**src/rtl/hmmm_muldiv.sv**
```systemverilog
// Iterative signed multiply/divide/modulo unit for the HMMM datapath.
// Produces one register-file write (we/wa/wd) for each accepted operation.
module hmmm_muldiv #(
  parameter int unsigned WIDTH = 16,
  parameter int unsigned AW    = 4
) (
  input  logic             clk,
  input  logic             reset,
  input  logic             start,
  input  logic [1:0]       op,
  input  logic [WIDTH-1:0] a,
  input  logic [WIDTH-1:0] b,
  input  logic [AW-1:0]    dest,
  input  logic             flush,
  output logic             busy,
  output logic             we,
  output logic [AW-1:0]    wa,
  output logic [WIDTH-1:0] wd,
  output logic             err
);

  localparam int unsigned CW = $clog2(WIDTH);
  localparam logic [1:0] OP_MUL = 2'b00;
  localparam logic [1:0] OP_DIV = 2'b01;
  localparam logic [1:0] OP_MOD = 2'b10;

  typedef enum logic [1:0] {IDLE, CALC, SIGN, WB} state_t;

  state_t            state_q, state_d;
  logic [CW-1:0]     count_q;
  logic [1:0]        op_q;
  logic [AW-1:0]     dest_q;
  logic [WIDTH-1:0]  acc_q;   // mul product / div remainder
  logic [WIDTH-1:0]  opa_q;   // mul multiplicand / div dividend shifting into quotient
  logic [WIDTH-1:0]  opb_q;   // mul multiplier / divisor
  logic              rneg_q;
  logic              aneg_q;

  logic              we_d, err_d;
  logic [AW-1:0]     wa_d;
  logic [WIDTH-1:0]  wd_d;

  logic              accept_c;
  logic              bad_c;
  logic [WIDTH:0]    shl_c;
  logic [WIDTH:0]    diff_c;
  logic [WIDTH-1:0]  sum_c;
  logic [WIDTH-1:0]  result_c;

  function automatic logic [WIDTH-1:0] neg(input logic [WIDTH-1:0] x);
    return ~x + WIDTH'(1);
  endfunction

  function automatic logic [WIDTH-1:0] mag(input logic [WIDTH-1:0] x);
    return x[WIDTH-1] ? neg(x) : x;
  endfunction

  assign accept_c = start && !flush && (state_q == IDLE);
  assign bad_c    = (op == 2'b11) || ((op != OP_MUL) && (b == '0));

  // One shift-add or restoring-division step
  assign sum_c  = acc_q + (opb_q[0] ? opa_q : '0);
  assign shl_c  = {acc_q, opa_q[WIDTH-1]};
  assign diff_c = shl_c - {1'b0, opb_q};

  // Sign correction applied in SIGN
  always_comb begin
    result_c = '0;
    case (op_q)
      OP_MUL:  result_c = rneg_q ? neg(acc_q) : acc_q;
      OP_DIV:  result_c = rneg_q ? neg(opa_q) : opa_q;
      OP_MOD:  result_c = aneg_q ? neg(acc_q) : acc_q;
      default: result_c = '0;
    endcase
  end

  // State register
  always_ff @(posedge clk or posedge reset) begin
    if (reset) state_q <= IDLE;
    else       state_q <= state_d;
  end

  // Next-state logic
  always_comb begin
    state_d = state_q;
    case (state_q)
      IDLE: if (accept_c) state_d = bad_c ? WB : CALC;
      CALC: begin
        if (flush)                           state_d = IDLE;
        else if (count_q == CW'(WIDTH - 1))  state_d = SIGN;
      end
      SIGN: state_d = flush ? IDLE : WB;
      WB:   state_d = IDLE;
      default: state_d = IDLE;
    endcase
  end

  // Output next-values; r0 is hardwired, so writes to it are suppressed
  always_comb begin
    we_d  = 1'b0;
    err_d = 1'b0;
    wa_d  = wa;
    wd_d  = wd;
    if (accept_c && bad_c) begin
      we_d  = (dest != '0);
      err_d = (dest != '0);
      wa_d  = dest;
      wd_d  = '0;
    end else if (state_q == SIGN && !flush) begin
      we_d  = (dest_q != '0);
      wa_d  = dest_q;
      wd_d  = result_c;
    end
  end

  // Output registers
  always_ff @(posedge clk or posedge reset) begin
    if (reset) begin
      busy <= 1'b0;
      we   <= 1'b0;
      err  <= 1'b0;
      wa   <= '0;
      wd   <= '0;
    end else begin
      busy <= (state_d != IDLE);
      we   <= we_d;
      err  <= err_d;
      wa   <= wa_d;
      wd   <= wd_d;
    end
  end

  // Operand capture and iteration datapath
  always_ff @(posedge clk or posedge reset) begin
    if (reset) begin
      count_q <= '0;
      op_q    <= '0;
      dest_q  <= '0;
      acc_q   <= '0;
      opa_q   <= '0;
      opb_q   <= '0;
      rneg_q  <= 1'b0;
      aneg_q  <= 1'b0;
    end else if (accept_c) begin
      count_q <= '0;
      op_q    <= op;
      dest_q  <= dest;
      acc_q   <= '0;
      opa_q   <= mag(a);
      opb_q   <= mag(b);
      rneg_q  <= a[WIDTH-1] ^ b[WIDTH-1];
      aneg_q  <= a[WIDTH-1];
    end else if (state_q == CALC) begin
      count_q <= count_q + CW'(1);
      if (op_q == OP_MUL) begin
        acc_q <= sum_c;
        opa_q <= {opa_q[WIDTH-2:0], 1'b0};
        opb_q <= {1'b0, opb_q[WIDTH-1:1]};
      end else if (!diff_c[WIDTH]) begin
        acc_q <= diff_c[WIDTH-1:0];
        opa_q <= {opa_q[WIDTH-2:0], 1'b1};
      end else begin
        acc_q <= shl_c[WIDTH-1:0];
        opa_q <= {opa_q[WIDTH-2:0], 1'b0};
      end
    end
  end

endmodule

```
**config.mk**
```make
export PLATFORM = sky130hd
export DESIGN_NAME = hmmm_muldiv
export DESIGN_NICKNAME = d
export VERILOG_FILES = /design/src/rtl/hmmm_muldiv.sv
export SDC_FILE = /design/constraint.sdc
export NUM_CORES = 1
export LEC_CHECK = 0
export CAP_MARGIN = 0
export CORE_MARGIN = 3
export CORE_UTILIZATION = 41
export DETAILED_ROUTE_END_ITERATION = 16
export PLACE_DENSITY = 0.62
export SYNTH_ARGS = -nofsm -noshare
export SYNTH_HDL_FRONTEND = slang
export SYNTH_SLANG_ARGS = --single-unit
```
**constraint.sdc**
```tcl
create_clock -name clk -period 2.7 [get_ports clk]
set_input_delay 0.27 -clock clk [delete_from_list [all_inputs] [get_ports clk]]
set_output_delay 0.27 -clock clk [all_outputs]
set_load 0.01 [all_outputs]
```
==> out/qor.yml <==
seq_area_sq_mm: 0.00213
cts_root_buf: "clkbuf_16"
seq_area_frac_synth_pct: 31.5
wire_per_inst_um: 15.7
synthTopCellsByCount: "nand2_1, dfrtp_1, nor2_1"
syn_avg_cell_area_sq_um: 7.99
cts-buffers-inserted: 9
synthTopCellsByArea: "dfrtp_1, nand2_1, xnor2_1"
min_period_over_period_pct: 102
setup_viol: 3
hold_slack_ns: 0.118
grt_max_degree: 56
outcome: "finished, violations left"
die_w_um: 134
critical_path_class: "reg -> reg"
rsz0062_at_grt: "yes"
grt_pass1_vias: 6092
hp-class: "in -> async"
grt_first_pass_wirelength_mm: 30.4
setup_slack_ns: -0.0655
postLayoutCellArea_sq_mm: 0.00882
grt_usage_pct: 20.9
worstMarginPinSlew_ns: 0.641
clkTransAtPathRegs_ns: 0.07
io_buffers: 64
io_pins: 65
std_cell_rows: 46
finClkSkew_ns: 0.00756
power.leakage_nw: 3.79
synth_ff_type: "dfrtp_1"
yosysTopAreaCell: "dfrtp_1"
cts.sinks: 85
drc: 0
synth-async-reset-ratio_pct: 100
peakVddDrop_mv: 0.547
wirelength_mm: 18.8
synth_cell_types: 61
grt_overflow: 0
synth-seq-cells: 85
yosysMostFrequentCell: "nand2_1"
worstPathMaxFanout: 4
ys_warn_count: 0
cp_data_required_time_ns: 2.96
syn2layout_area_growth_pct: 30.6
diodes: 0
layout_min_cycle_time_ns: 2.77
num-nets-final: 1054
critPathCaptureType: "flip-flop"
maxCapViolCount: 0
die_area_sq_mm: 0.0180
synthCells: 845
placed_area_sq_mm: 0.00820
drive_gt1_share_pct: 17.1
max_freq_mhz: 362
cts-hold-fix-buffers: 0
viasPerCell: 5.41
violations: "setup timing"
final-max-slew-violation-count: 0
vias: 6460
finalHoldViolCount: 0
slew_headroom_pct: 57.2
clock_latency_ns: 0.35
finalPower_mw: 9.22
first_iter_violations: 410
synth_edf_count: 0
dr.pass1.iters: 5
netlist_area_sq_mm: 0.00675
synth_nets: 926
r2r_cells: 12
arrival_ns: 3.03
core_area_sq_mm: 0.0160
gp_congestion: 0.890
antenna_found_initial: 0
power_density_mw_per_mm2: 1050
die_y_um: 134
cts_tree: "yes"
h-tree-depth: 3
start_kind: "flip-flop"
multiInputGateArea_sq_mm: 0.00461
drtAntennaViolNets: 0
start_util_pct: 42.2
cts_buffer_depth: 2
synth.top_cell.area_share_pct: 31.5
dp_hpwl_mm: 14.5
nFillCells: 1544
==> critical path, stage by stage (launching register included) <==
cell	delay, ns
dfrtp_1	0.42
and2_4	0.18
ha_4	0.12
inv_2	0.04
fa_2	0.39
nor2b_4	0.14
o21ai_4	0.08
a211oi_4	0.27
nor3_2	0.08
o41ai_2	0.42
a31oi_1	0.18
mux2i_1	0.16
a311oi_1	0.19
==> state kept, by name, indices dropped and copies added, names as in the netlist <==
name	flops
wa	4
dest_q	4
opa_q	16
op_q	2
state_q	2
wd	16
rneg_q	1
count_q	4
busy	1
err	1
we	1
opb_q	16
acc_q	16
aneg_q	1
==> kinds of logic after synthesis <==
group	after synthesis	share of synthesized area (%)
AO/OA/AOI/OAI	225	21.3
XOR/XNOR	74	9.60
adder cells (fa/ha/maj)	40	7.60
buffers and inverters	75	4.19
flip-flops	85	31.5
multiplexers	18	2.89
AND/OR/NAND/NOR	328	22.9
==> area by class of cell <==
type	instances	share of cell area, %
inverters	35	1.50
flip-flops and latches	85	24.1
clock buffers	9	2.55
multi-input cells	685	52.3
clock inverters	7	0.908
well taps	216	3.07
repair buffers	157	15.6
==> routing by layer <==
layer | global-route usage [%] | vias to the layer above | routed length [um] | part of all wire [%]
li1 | - | 3269 | - | -
met1 | 30.6 | 3069 | 9320 | 50
met2 | 32.3 | 107 | 8560 | 46
met3 | 2.89 | 15 | 624 | 3.3
met4 | 6.28 | 0 | 281 | 1.5
met5 | 0 | - | 0 | 0
==> path summary, 6_finish.rpt <==
kind                                      start                    end  slack (ns)
hold reg to reg               wa[3]$_DFFE_PP0P_      wa[3]$_DFFE_PP0P_        0.47
min in group clk              wa[3]$_DFFE_PP0P_      wa[3]$_DFFE_PP0P_        0.47
hold / removal                            reset  acc_q[12]$_DFFE_PP0P_        0.12
max in group asynchronous                 reset   acc_q[3]$_DFFE_PP0P_        2.00
setup / recovery           opb_q[0]$_DFFE_PP0P_  acc_q[14]$_DFFE_PP0P_       -0.07
setup reg to reg           opb_q[0]$_DFFE_PP0P_  acc_q[14]$_DFFE_PP0P_       -0.07
==> metrics by stage <==
| step | util, % | setup TNS, ns | std cells | setup slack (ns) |
|---|---|---|---|---|
| 2_1_floorplan | - | 0 | 845 | 0.0190 |
| 3_3_place_gp | 51.3 | -4.68 | 1172 | -0.296 |
| 3_5_place_dp | 51.3 | -6.83 | 1172 | -0.378 |
| 4_1_cts | 53.7 | -0.0475 | 1192 | -0.0475 |
| 5_1_grt | 55.1 | -0.623 | 1194 | -0.199 |
| 6_report | 55.1 | -0.113 | 1194 | -0.0655 |
==> power breakdown <==
part | internal [mW] | total [mW] | switching, mW
logic | 2.85 | 5.83 | 2.97
registers | 1.69 | 2.10 | 0.408
clock network | 0.731 | 1.29 | 0.558
total | 5.27 | 9.22 | 3.94
==> cell usage in the layout, fill, tap and decap left out, drive strengths merged, types with 3 or more instances in the layout <==
| cell | netlist | final |
|---|---|---|
| a211o | 5 | 5 |
| a211oi | 7 | 7 |
| a21o | 8 | 8 |
| a21oi | 55 | 55 |
| a22o | 8 | 8 |
| a22oi | 9 | 9 |
| a31oi | 15 | 15 |
| and2 | 18 | 18 |
| buf | 4 | 93 |
| clkbuf | 36 | 9 |
| clkdlybuf4s50 | 0 | 64 |
| dfrtp | 85 | 85 |
| ha | 37 | 37 |
| inv | 35 | 38 |
| mux2i | 15 | 15 |
| nand2 | 137 | 137 |
| nand2b | 7 | 7 |
| nand3 | 17 | 17 |
| nand3b | 9 | 9 |
| nor2 | 70 | 70 |
| nor2b | 12 | 12 |
| nor3 | 19 | 19 |
| nor4 | 7 | 7 |
| nor4b | 3 | 3 |
| o21a | 3 | 3 |
| o21ai | 56 | 56 |
| o221ai | 5 | 5 |
| o22ai | 14 | 14 |
| o31a | 3 | 3 |
| o31ai | 18 | 18 |
| o41ai | 6 | 6 |
| or2 | 3 | 3 |
| or3 | 15 | 15 |
| or4 | 4 | 4 |
| xnor2 | 55 | 55 |
| xor2 | 19 | 19 |
==> repair_timing <==
item,in CTS,in global routing
gates resized for setup,12,48
setup buffers,4,2
setup endpoints to repair,16,25
endpoints found under the hold margin,0,0
pin swaps,6,25
(Power assumes the default switching activity.)
